**src/rtl/muldiv_unit.sv**
```systemverilog
// Iterative multiply/divide unit: radix-2 shift-add multiply and restoring divide
// over operand magnitudes, with sign fix-up, start/busy/done handshake and HI/LO results.
module muldiv_unit #(
  parameter int unsigned WIDTH     = 32,
  parameter bit          SIGNED_EN = 1'b1
) (
  input  logic             clk,
  input  logic             reset,
  input  logic             start_mult,
  input  logic             start_div,
  input  logic             is_signed,
  input  logic [WIDTH-1:0] a,
  input  logic [WIDTH-1:0] b,
  output logic             busy,
  output logic             done,
  output logic             div_zero,
  output logic [WIDTH-1:0] hi,
  output logic [WIDTH-1:0] lo
);

  localparam int unsigned CW = $clog2(WIDTH);
  localparam logic [CW-1:0] CNT_LAST = CW'(WIDTH - 1);

  typedef enum logic [2:0] {
    S_IDLE,
    S_PREP,
    S_MITER,
    S_DITER,
    S_FIX,
    S_DZERO
  } state_t;

  state_t             state_q, state_d;
  logic [WIDTH-1:0]   op_a_q, op_a_d;
  logic [WIDTH-1:0]   op_b_q, op_b_d;
  logic [WIDTH-1:0]   acc_hi_q, acc_hi_d;
  logic [WIDTH-1:0]   acc_lo_q, acc_lo_d;
  logic [CW-1:0]      cnt_q, cnt_d;
  logic               sgn_q, sgn_d;
  logic               op_div_q, op_div_d;
  logic               neg_q_q, neg_q_d;
  logic               neg_r_q, neg_r_d;
  logic               busy_q, busy_d;
  logic               done_q, done_d;
  logic               div_zero_q, div_zero_d;
  logic [WIDTH-1:0]   hi_q, hi_d;
  logic [WIDTH-1:0]   lo_q, lo_d;

  logic [WIDTH-1:0]   mag_a, mag_b;
  logic [WIDTH:0]     mul_sum;
  logic [WIDTH:0]     div_shift;
  logic [2*WIDTH-1:0] prod;

  always_comb begin
    mag_a     = (sgn_q && op_a_q[WIDTH-1]) ? -op_a_q : op_a_q;
    mag_b     = (sgn_q && op_b_q[WIDTH-1]) ? -op_b_q : op_b_q;
    mul_sum   = {1'b0, acc_hi_q} + {1'b0, (acc_lo_q[0] ? op_a_q : '0)};
    div_shift = {acc_hi_q, acc_lo_q[WIDTH-1]};
    prod      = {acc_hi_q, acc_lo_q};

    state_d    = state_q;
    op_a_d     = op_a_q;
    op_b_d     = op_b_q;
    acc_hi_d   = acc_hi_q;
    acc_lo_d   = acc_lo_q;
    cnt_d      = cnt_q;
    sgn_d      = sgn_q;
    op_div_d   = op_div_q;
    neg_q_d    = neg_q_q;
    neg_r_d    = neg_r_q;
    busy_d     = busy_q;
    done_d     = 1'b0;
    div_zero_d = 1'b0;
    hi_d       = hi_q;
    lo_d       = lo_q;

    case (state_q)
      S_IDLE: begin
        if (start_mult || start_div) begin
          op_a_d   = a;
          op_b_d   = b;
          sgn_d    = SIGNED_EN && is_signed;
          op_div_d = !start_mult;
          busy_d   = 1'b1;
          state_d  = (!start_mult && (b == '0)) ? S_DZERO : S_PREP;
        end
      end
      S_PREP: begin
        op_a_d   = mag_a;
        op_b_d   = mag_b;
        neg_q_d  = sgn_q && (op_a_q[WIDTH-1] ^ op_b_q[WIDTH-1]);
        neg_r_d  = sgn_q && op_a_q[WIDTH-1];
        cnt_d    = '0;
        acc_hi_d = '0;
        acc_lo_d = op_div_q ? mag_a : mag_b;
        state_d  = op_div_q ? S_DITER : S_MITER;
      end
      S_MITER: begin
        // Add the multiplicand into the upper half, then shift the whole pair right.
        acc_hi_d = mul_sum[WIDTH:1];
        acc_lo_d = {mul_sum[0], acc_lo_q[WIDTH-1:1]};
        cnt_d    = cnt_q + CW'(1);
        if (cnt_q == CNT_LAST) state_d = S_FIX;
      end
      S_DITER: begin
        // acc_lo shifts dividend bits out of the top and quotient bits in at the bottom.
        if (div_shift >= {1'b0, op_b_q}) begin
          acc_hi_d = div_shift[WIDTH-1:0] - op_b_q;
          acc_lo_d = {acc_lo_q[WIDTH-2:0], 1'b1};
        end else begin
          acc_hi_d = div_shift[WIDTH-1:0];
          acc_lo_d = {acc_lo_q[WIDTH-2:0], 1'b0};
        end
        cnt_d = cnt_q + CW'(1);
        if (cnt_q == CNT_LAST) state_d = S_FIX;
      end
      S_FIX: begin
        if (op_div_q) begin
          lo_d = neg_q_q ? -acc_lo_q : acc_lo_q;
          hi_d = neg_r_q ? -acc_hi_q : acc_hi_q;
        end else begin
          {hi_d, lo_d} = neg_q_q ? -prod : prod;
        end
        done_d  = 1'b1;
        busy_d  = 1'b0;
        state_d = S_IDLE;
      end
      S_DZERO: begin
        done_d     = 1'b1;
        div_zero_d = 1'b1;
        busy_d     = 1'b0;
        state_d    = S_IDLE;
      end
      default: state_d = S_IDLE;
    endcase
  end

  always_ff @(posedge clk or negedge reset) begin
    if (!reset) begin
      state_q    <= S_IDLE;
      op_a_q     <= '0;
      op_b_q     <= '0;
      acc_hi_q   <= '0;
      acc_lo_q   <= '0;
      cnt_q      <= '0;
      sgn_q      <= 1'b0;
      op_div_q   <= 1'b0;
      neg_q_q    <= 1'b0;
      neg_r_q    <= 1'b0;
      busy_q     <= 1'b0;
      done_q     <= 1'b0;
      div_zero_q <= 1'b0;
      hi_q       <= '0;
      lo_q       <= '0;
    end else begin
      state_q    <= state_d;
      op_a_q     <= op_a_d;
      op_b_q     <= op_b_d;
      acc_hi_q   <= acc_hi_d;
      acc_lo_q   <= acc_lo_d;
      cnt_q      <= cnt_d;
      sgn_q      <= sgn_d;
      op_div_q   <= op_div_d;
      neg_q_q    <= neg_q_d;
      neg_r_q    <= neg_r_d;
      busy_q     <= busy_d;
      done_q     <= done_d;
      div_zero_q <= div_zero_d;
      hi_q       <= hi_d;
      lo_q       <= lo_d;
    end
  end

  assign busy     = busy_q;
  assign done     = done_q;
  assign div_zero = div_zero_q;
  assign hi       = hi_q;
  assign lo       = lo_q;

endmodule

```
**config.mk**
```make
export PLATFORM = sky130hd
export DESIGN_NAME = muldiv_unit
export DESIGN_NICKNAME = d
export VERILOG_FILES = /design/src/rtl/muldiv_unit.sv
export SDC_FILE = /design/constraint.sdc
export NUM_CORES = 1
export LEC_CHECK = 0
export BUFFER_PORTS_ARGS = -buffer_cell sky130_fd_sc_hd__buf_2
export CAP_MARGIN = 10
export CORE_ASPECT_RATIO = 0.8
export CORE_UTILIZATION = 35
export DETAILED_ROUTE_END_ITERATION = 10
export PLACE_DENSITY = 0.58
export SETUP_SLACK_MARGIN = 0.4
export SYNTH_ARGS = -nofsm -noshare
export SYNTH_HDL_FRONTEND = slang
export SYNTH_SLANG_ARGS = --single-unit
export TNS_END_PERCENT = 5
```
**constraint.sdc**
```tcl
create_clock -name clk -period 10 [get_ports clk]
set_clock_uncertainty 0.05 [all_clocks]
set_input_delay 1 -clock clk [delete_from_list [all_inputs] [get_ports clk]]
set_output_delay 1 -clock clk [all_outputs]
set_load 0.02 [all_outputs]
```
# == Word level (Yosys, flattened, before mapping) ==
# Index checks and enable logic that the tools add are counted.
# word_totals
register_bits,207
out_inout_bits,67
wordCells,78
# classes
order_cmp,1
n_reduce_logical,18
addsub,8
bitwise_logic,1
n_eq_ne,8
mux,27
# op_table
cell,count
two-way mux 32 bit,11
one-hot mux 32 bit (3 select lines),2
negator 32 bit,4
one-hot mux 32 bit (2 select lines),2
two-way mux 64 bit,1
negator 64 bit,1
adder 32 x 32 -> 33 bit,1
>= comparator 33 x 32 -> 1 bit,1
logical NOT 32 bit,1
subtractor 32 bit,1
one-hot mux 5 bit (2 select lines),1
two-way mux 3 bit,3
one-hot mux 3 bit (3 select lines),1
AND reduction 2 bit,4
"== test 3 x 2 -> 1 bit, second input constant",2
"== test 3 bit, second input constant",2
nonzero test 2 bit,3
"adder 5 x 1 -> 5 bit, second input constant",1
"== test 5 bit, second input constant",1
two-way mux 1 bit,5
logical AND 1 bit,4
OR reduction 2 bit,2
"== test 3 x 1 -> 1 bit, second input constant",1
logical NOT 3 bit,1
other kinds (7),7

# == Depth between registers and ports, before layout ==
# logic_depth
depth_word,5
depth_mapped,14

# == Worst setup path before layout ==
# No wires, ideal clock.
# synth_path
path_kind,reg-to-reg
start,register acc_lo_q[0]
end,register acc_hi_q[30]
stages_incl_launch_ff,13
required_time_ns,9.829
path_slack_ns,6.862
period_less_slack_ns,3.138
arrival_ns,2.967
path_cell_list,dfrtp_1 > clkbuf_1 > and2_1 > ha_1 > and3_1 > o211a_1 > nand3_1 > o311a_1 > o21a_1 > o311ai_0 > a311oi_1 > xnor2_1 > a22o_1
# synth_between
elab_chain_cells,3
# synth_rtl
element,line_no,rtl
"start, declared",37,"logic [WIDTH-1:0] acc_lo_q, acc_lo_d;"
"start signal, assigned",160,acc_lo_q <= acc_lo_d;
two-way mux 32 bit,57,"mul_sum = {1'b0, acc_hi_q} + {1'b0, (acc_lo_q[0] ? op_a_q : '0)};"
adder 32 x 32 -> 33 bit,57,
one-hot mux 32 bit (3 select lines),77,case (state_q)
"end signal, assigned",159,acc_hi_q <= acc_hi_d;
"end, declared",36,"logic [WIDTH-1:0] acc_hi_q, acc_hi_d;"
# No other way between the ends.
# A chain may end at the register's enable or synchronous reset.

# == Worst setup path after layout ==
# layout_path
start,register op_b_q[2]
end,register acc_hi_q[24]
# layout_between
elab_chain_cells,3
# layout_rtl
element,line_no,rtl
"start, declared",35,"logic [WIDTH-1:0] op_b_q, op_b_d;"
"start signal, assigned",158,op_b_q <= op_b_d;
subtractor 32 bit or >= comparator 33 x 32 -> 1 bit (tied branches),"108, 107",
two-way mux 32 bit *,107,"if (div_shift >= {1'b0, op_b_q}) begin"
one-hot mux 32 bit (3 select lines) *,77,
# Every way passes the cells marked *; elsewhere a longest branch is shown, timed or not.

==> run_results.csv <==
group,metric,value,unit
floorplan,fp.dieW,239,µm
grt,grt_pass1_wl,91.9,mm
synthesis,avgSynthCellArea,8.19,µm²
cells_and_area,nFillCells,4565,
pwr,p_sw,0.00410,W
place,hpwl,47.3,mm
routing,drcViolationCount,0,
cells_and_area,nets,2127,
synthesis,synth-async-reset-ratio,100,%
synthesis,synth.area.top_cells,"dfrtp_1 33%, o21ai_0 8.0%, xnor2_1 6.1%, ha_1 5.6%, nand2_1 5.0%",
place,dp.cells,2563,
clock_network,cts_sinks,207,
floorplan,initial_core_util,35.4,%
worst_setup_path,crit_fanout,31,
timing,setup_tns,0,ps
grt,grt_use_total,26.6,%
pwr,peakVddDrop,0.000149,V
pwr,p_int,0.00351,W
pwr,p_total,0.00762,W
synthesis,yosysWarningCount,0,
routing,drt_pass1_iterations,8,
synthesis,yosysUniqueCellTypes,67,
synthesis,ys_seq_elements,207,
worst_setup_path,start_kind,"register",
timing,fmax,256,MHz
timing,hold_viol,0,
timing,tightest_slew,1080,ps
grt,overflow,0,
synthesis,synth.largest_area_cell,"dfrtp_1",
timing,fin_crit,3900,ps
cells_and_area,seq_area,5180,µm²
cells_and_area,drive_gt1_share,11.4,%
grt,grt_pass1_vias,14395,
worst_setup_path,arrival,4270,ps
synthesis,syn_area,15700,µm²
routing,num_vias,15466,
synthesis,synth-edff-count,0,
clock_network,clock_latency,540,ps
clock_network,root_buffer,"clkbuf_16",
pwr,p_sw_share,53.9,%
routing,wl_per_cell,23.5,µm
clock_network,ctsHoldBuffers,0,
grt,antenna_found_initial,1,
worst_setup_path,required,10370,ps
routing,wl,61.1,mm
routing,via_per_inst,5.93,
clock_network,post_cts_resized,0,
clock_network,clock_path_buffers,3,
floorplan,dieArea,45800,µm²
cells_and_area,utilization,39.9,%
timing,setup_viol,0,
clock_network,cts_tree,"yes",
worst_setup_path,crit_path_end_kind,"register",
floorplan,die_y,192,µm
floorplan,rows,69,
synthesis,synth_top_cell_area_share,33.0,%
pwr,p_leak,7.76,nW
floorplan,design.core.area,44400,µm²
pwr,clockPowerShare,11.9,%
routing,drtIter0Drc,1883,
clock_network,post_cts_buffers,0,
hold_path,hp-class,"reg2reg",
place,gp_congestion,0.947,
synthesis,synthFlopType,"dfrtp_1",
run,maxCapViolations,0,
place,io_buffers,135,
clock_network,path_clk_slew,70,ps
pwr,powerDensity,430,nW/µm²
floorplan,boundaryPins,136,
timing,rsz0062_at_grt,"false",
grt,grt_max_degree,108,
clock_network,cts_inserted_buffers,24,
timing,hold_slack,422,ps
timing,slew_headroom,27.6,%
cells_and_area,synthToLayoutAreaGrowth,12.6,%
pwr,p_seq_share,23.7,%
synthesis,yosysSeqAreaShare,33.0,%
cells_and_area,num_antenna_cells,0,
timing,finalCritPeriodShare,39.0,%
cells_and_area,multi_input_area,9810,µm²
cells_and_area,final_cells,2607,
routing,ant_nets,0,
synthesis,syn_inst,1920,
pwr,pwr-share-comb,64.3,%
status,status,"completed",
clock_network,htree_levels,1,
timing,slew_viol_final,0,
synthesis,syn-num-nets,2061,
worst_setup_path,path_class,"reg2reg",
power by group through the flow:
| stage | combinational (W) | sequential, W | clock [W] |
|---|---|---|---|
| 5_1_grt | 0.00533 | 0.00184 | 0.000956 |
| 2_1_floorplan | 0.00341 | 0.00149 | 0 |
| 4_1_cts | 0.00478 | 0.00177 | 0.000921 |
| 3_5_place_dp | 0.00475 | 0.00178 | 0 |
| 6_report | 0.00490 | 0.00181 | 0.000908 |
| 3_3_place_gp | 0.00475 | 0.00177 | 0 |
layer usage:
layer  vias up  wire length (µm)  track usage [%]
met5         -                13                0
met3        87              6550             7.18
li1       7157                 -                -
met4         2              1830             8.16
met2       748             23200             35.0
met1      7472             29500             41.0
cells in the final DEF (no fill, tap or decap), types with 39 or more instances in the layout:
cell type and n:
and2_1 39, xor2_1 63, mux2i_1 45, o21ai_0 251, nand2_1 208, ha_1 70
nor2_1 116, dfrtp_1 206, xnor2_1 110, a22oi_1 43, a21oi_1 117, buf_2 134
nor3_1 41, inv_1 85
worst paths after layout:
check | from | to | slack (ps) | cells after the start
worst max-delay path | op_b_q[2] | acc_hi_q[24] | 6100 | 12
worst min-delay path | hi[22] | hi[22] | 420 | 2
worst max register to register | op_b_q[2] | acc_hi_q[24] | 6100 | 12
worst min register to register | hi[22] | hi[22] | 420 | 2
max in group asynchronous | reset | state_q[0] | 8030 | 2
min in group asynchronous | reset | hi[23] | 440 | 1
cells by family (layout without fill, tap and decap cells):
family | count (synthesis) | count (layout) | share of synthesized area (%)
adder cells (fa/ha/maj) | 72 | 72 | 5.83
AND/OR/NAND/NOR | 572 | 572 | 17.4
buffers and inverters | 199 | 283 | 4.77
AO/OA/AOI/OAI | 642 | 642 | 25.8
multiplexers | 55 | 55 | 3.58
flip-flops | 207 | 207 | 33.0
XOR/XNOR | 173 | 173 | 9.64
flip-flops by register name (all words and copies together) (netlist names):
signal    cells
op_div_q      1
acc_hi_q     32
hi           32
neg_r_q       1
div_zero      1
cnt_q         5
neg_q_q       1
done          1
sgn_q         1
busy          1
op_a_q       32
acc_lo_q     32
state_q       3
op_b_q       32
lo           32
cell type report:
type | count | share of cell area [%]
clock buffers | 36 | 4.16
clock inverters | 8 | 0.382
well taps | 603 | 4.26
multi-input cells | 1514 | 55.5
flip-flops and latches | 207 | 29.3
inverters | 86 | 1.82
repair buffers | 153 | 4.63
per-stage QoR:
| stage | worst slack (ps) | cell area, µm² |
|---|---|---|
| 3_3_place_gp | 6170 | 16900 |
| 5_1_grt | 5750 | 17700 |
| 6_report | 6100 | 17700 |
| 4_1_cts | 6120 | 17700 |
| 3_5_place_dp | 6120 | 16900 |
| 2_1_floorplan | 6860 | 15700 |
critical path: stages (launching register included):
cell,delay [ps]
dfrtp_1,430
inv_1,130
ha_1,390
o21a_1,220
o31a_1,130
o31ai_1,490
nand2_1,140
a41oi_1,530
o21ai_2,110
buf_4,290
and2_1,360
a222oi_1,390
nand2_1,90
synthesized netlist by cell type, types with 12 or more instances:
cell type / n
a21o_1: 27
a21oi_1: 117
a221o_1: 21
a221oi_1: 20
a222oi_1: 13
a22oi_1: 43
a31oi_1: 17
and2_1: 39
and3_1: 15
clkbuf_1: 105
dfrtp_1: 207
ha_1: 70
inv_1: 85
mux2i_1: 45
nand2_1: 210
nand2b_1: 13
nand3_1: 23
nand4_1: 20
nor2_1: 118
nor2b_1: 12
nor3_1: 41
nor4_1: 34
o21ai_0: 251
o21bai_1: 16
o22ai_1: 19
o31ai_1: 19
or3_1: 13
xnor2_1: 110
xor2_1: 63
No activity file was read; power rests on OpenSTA's default activity.
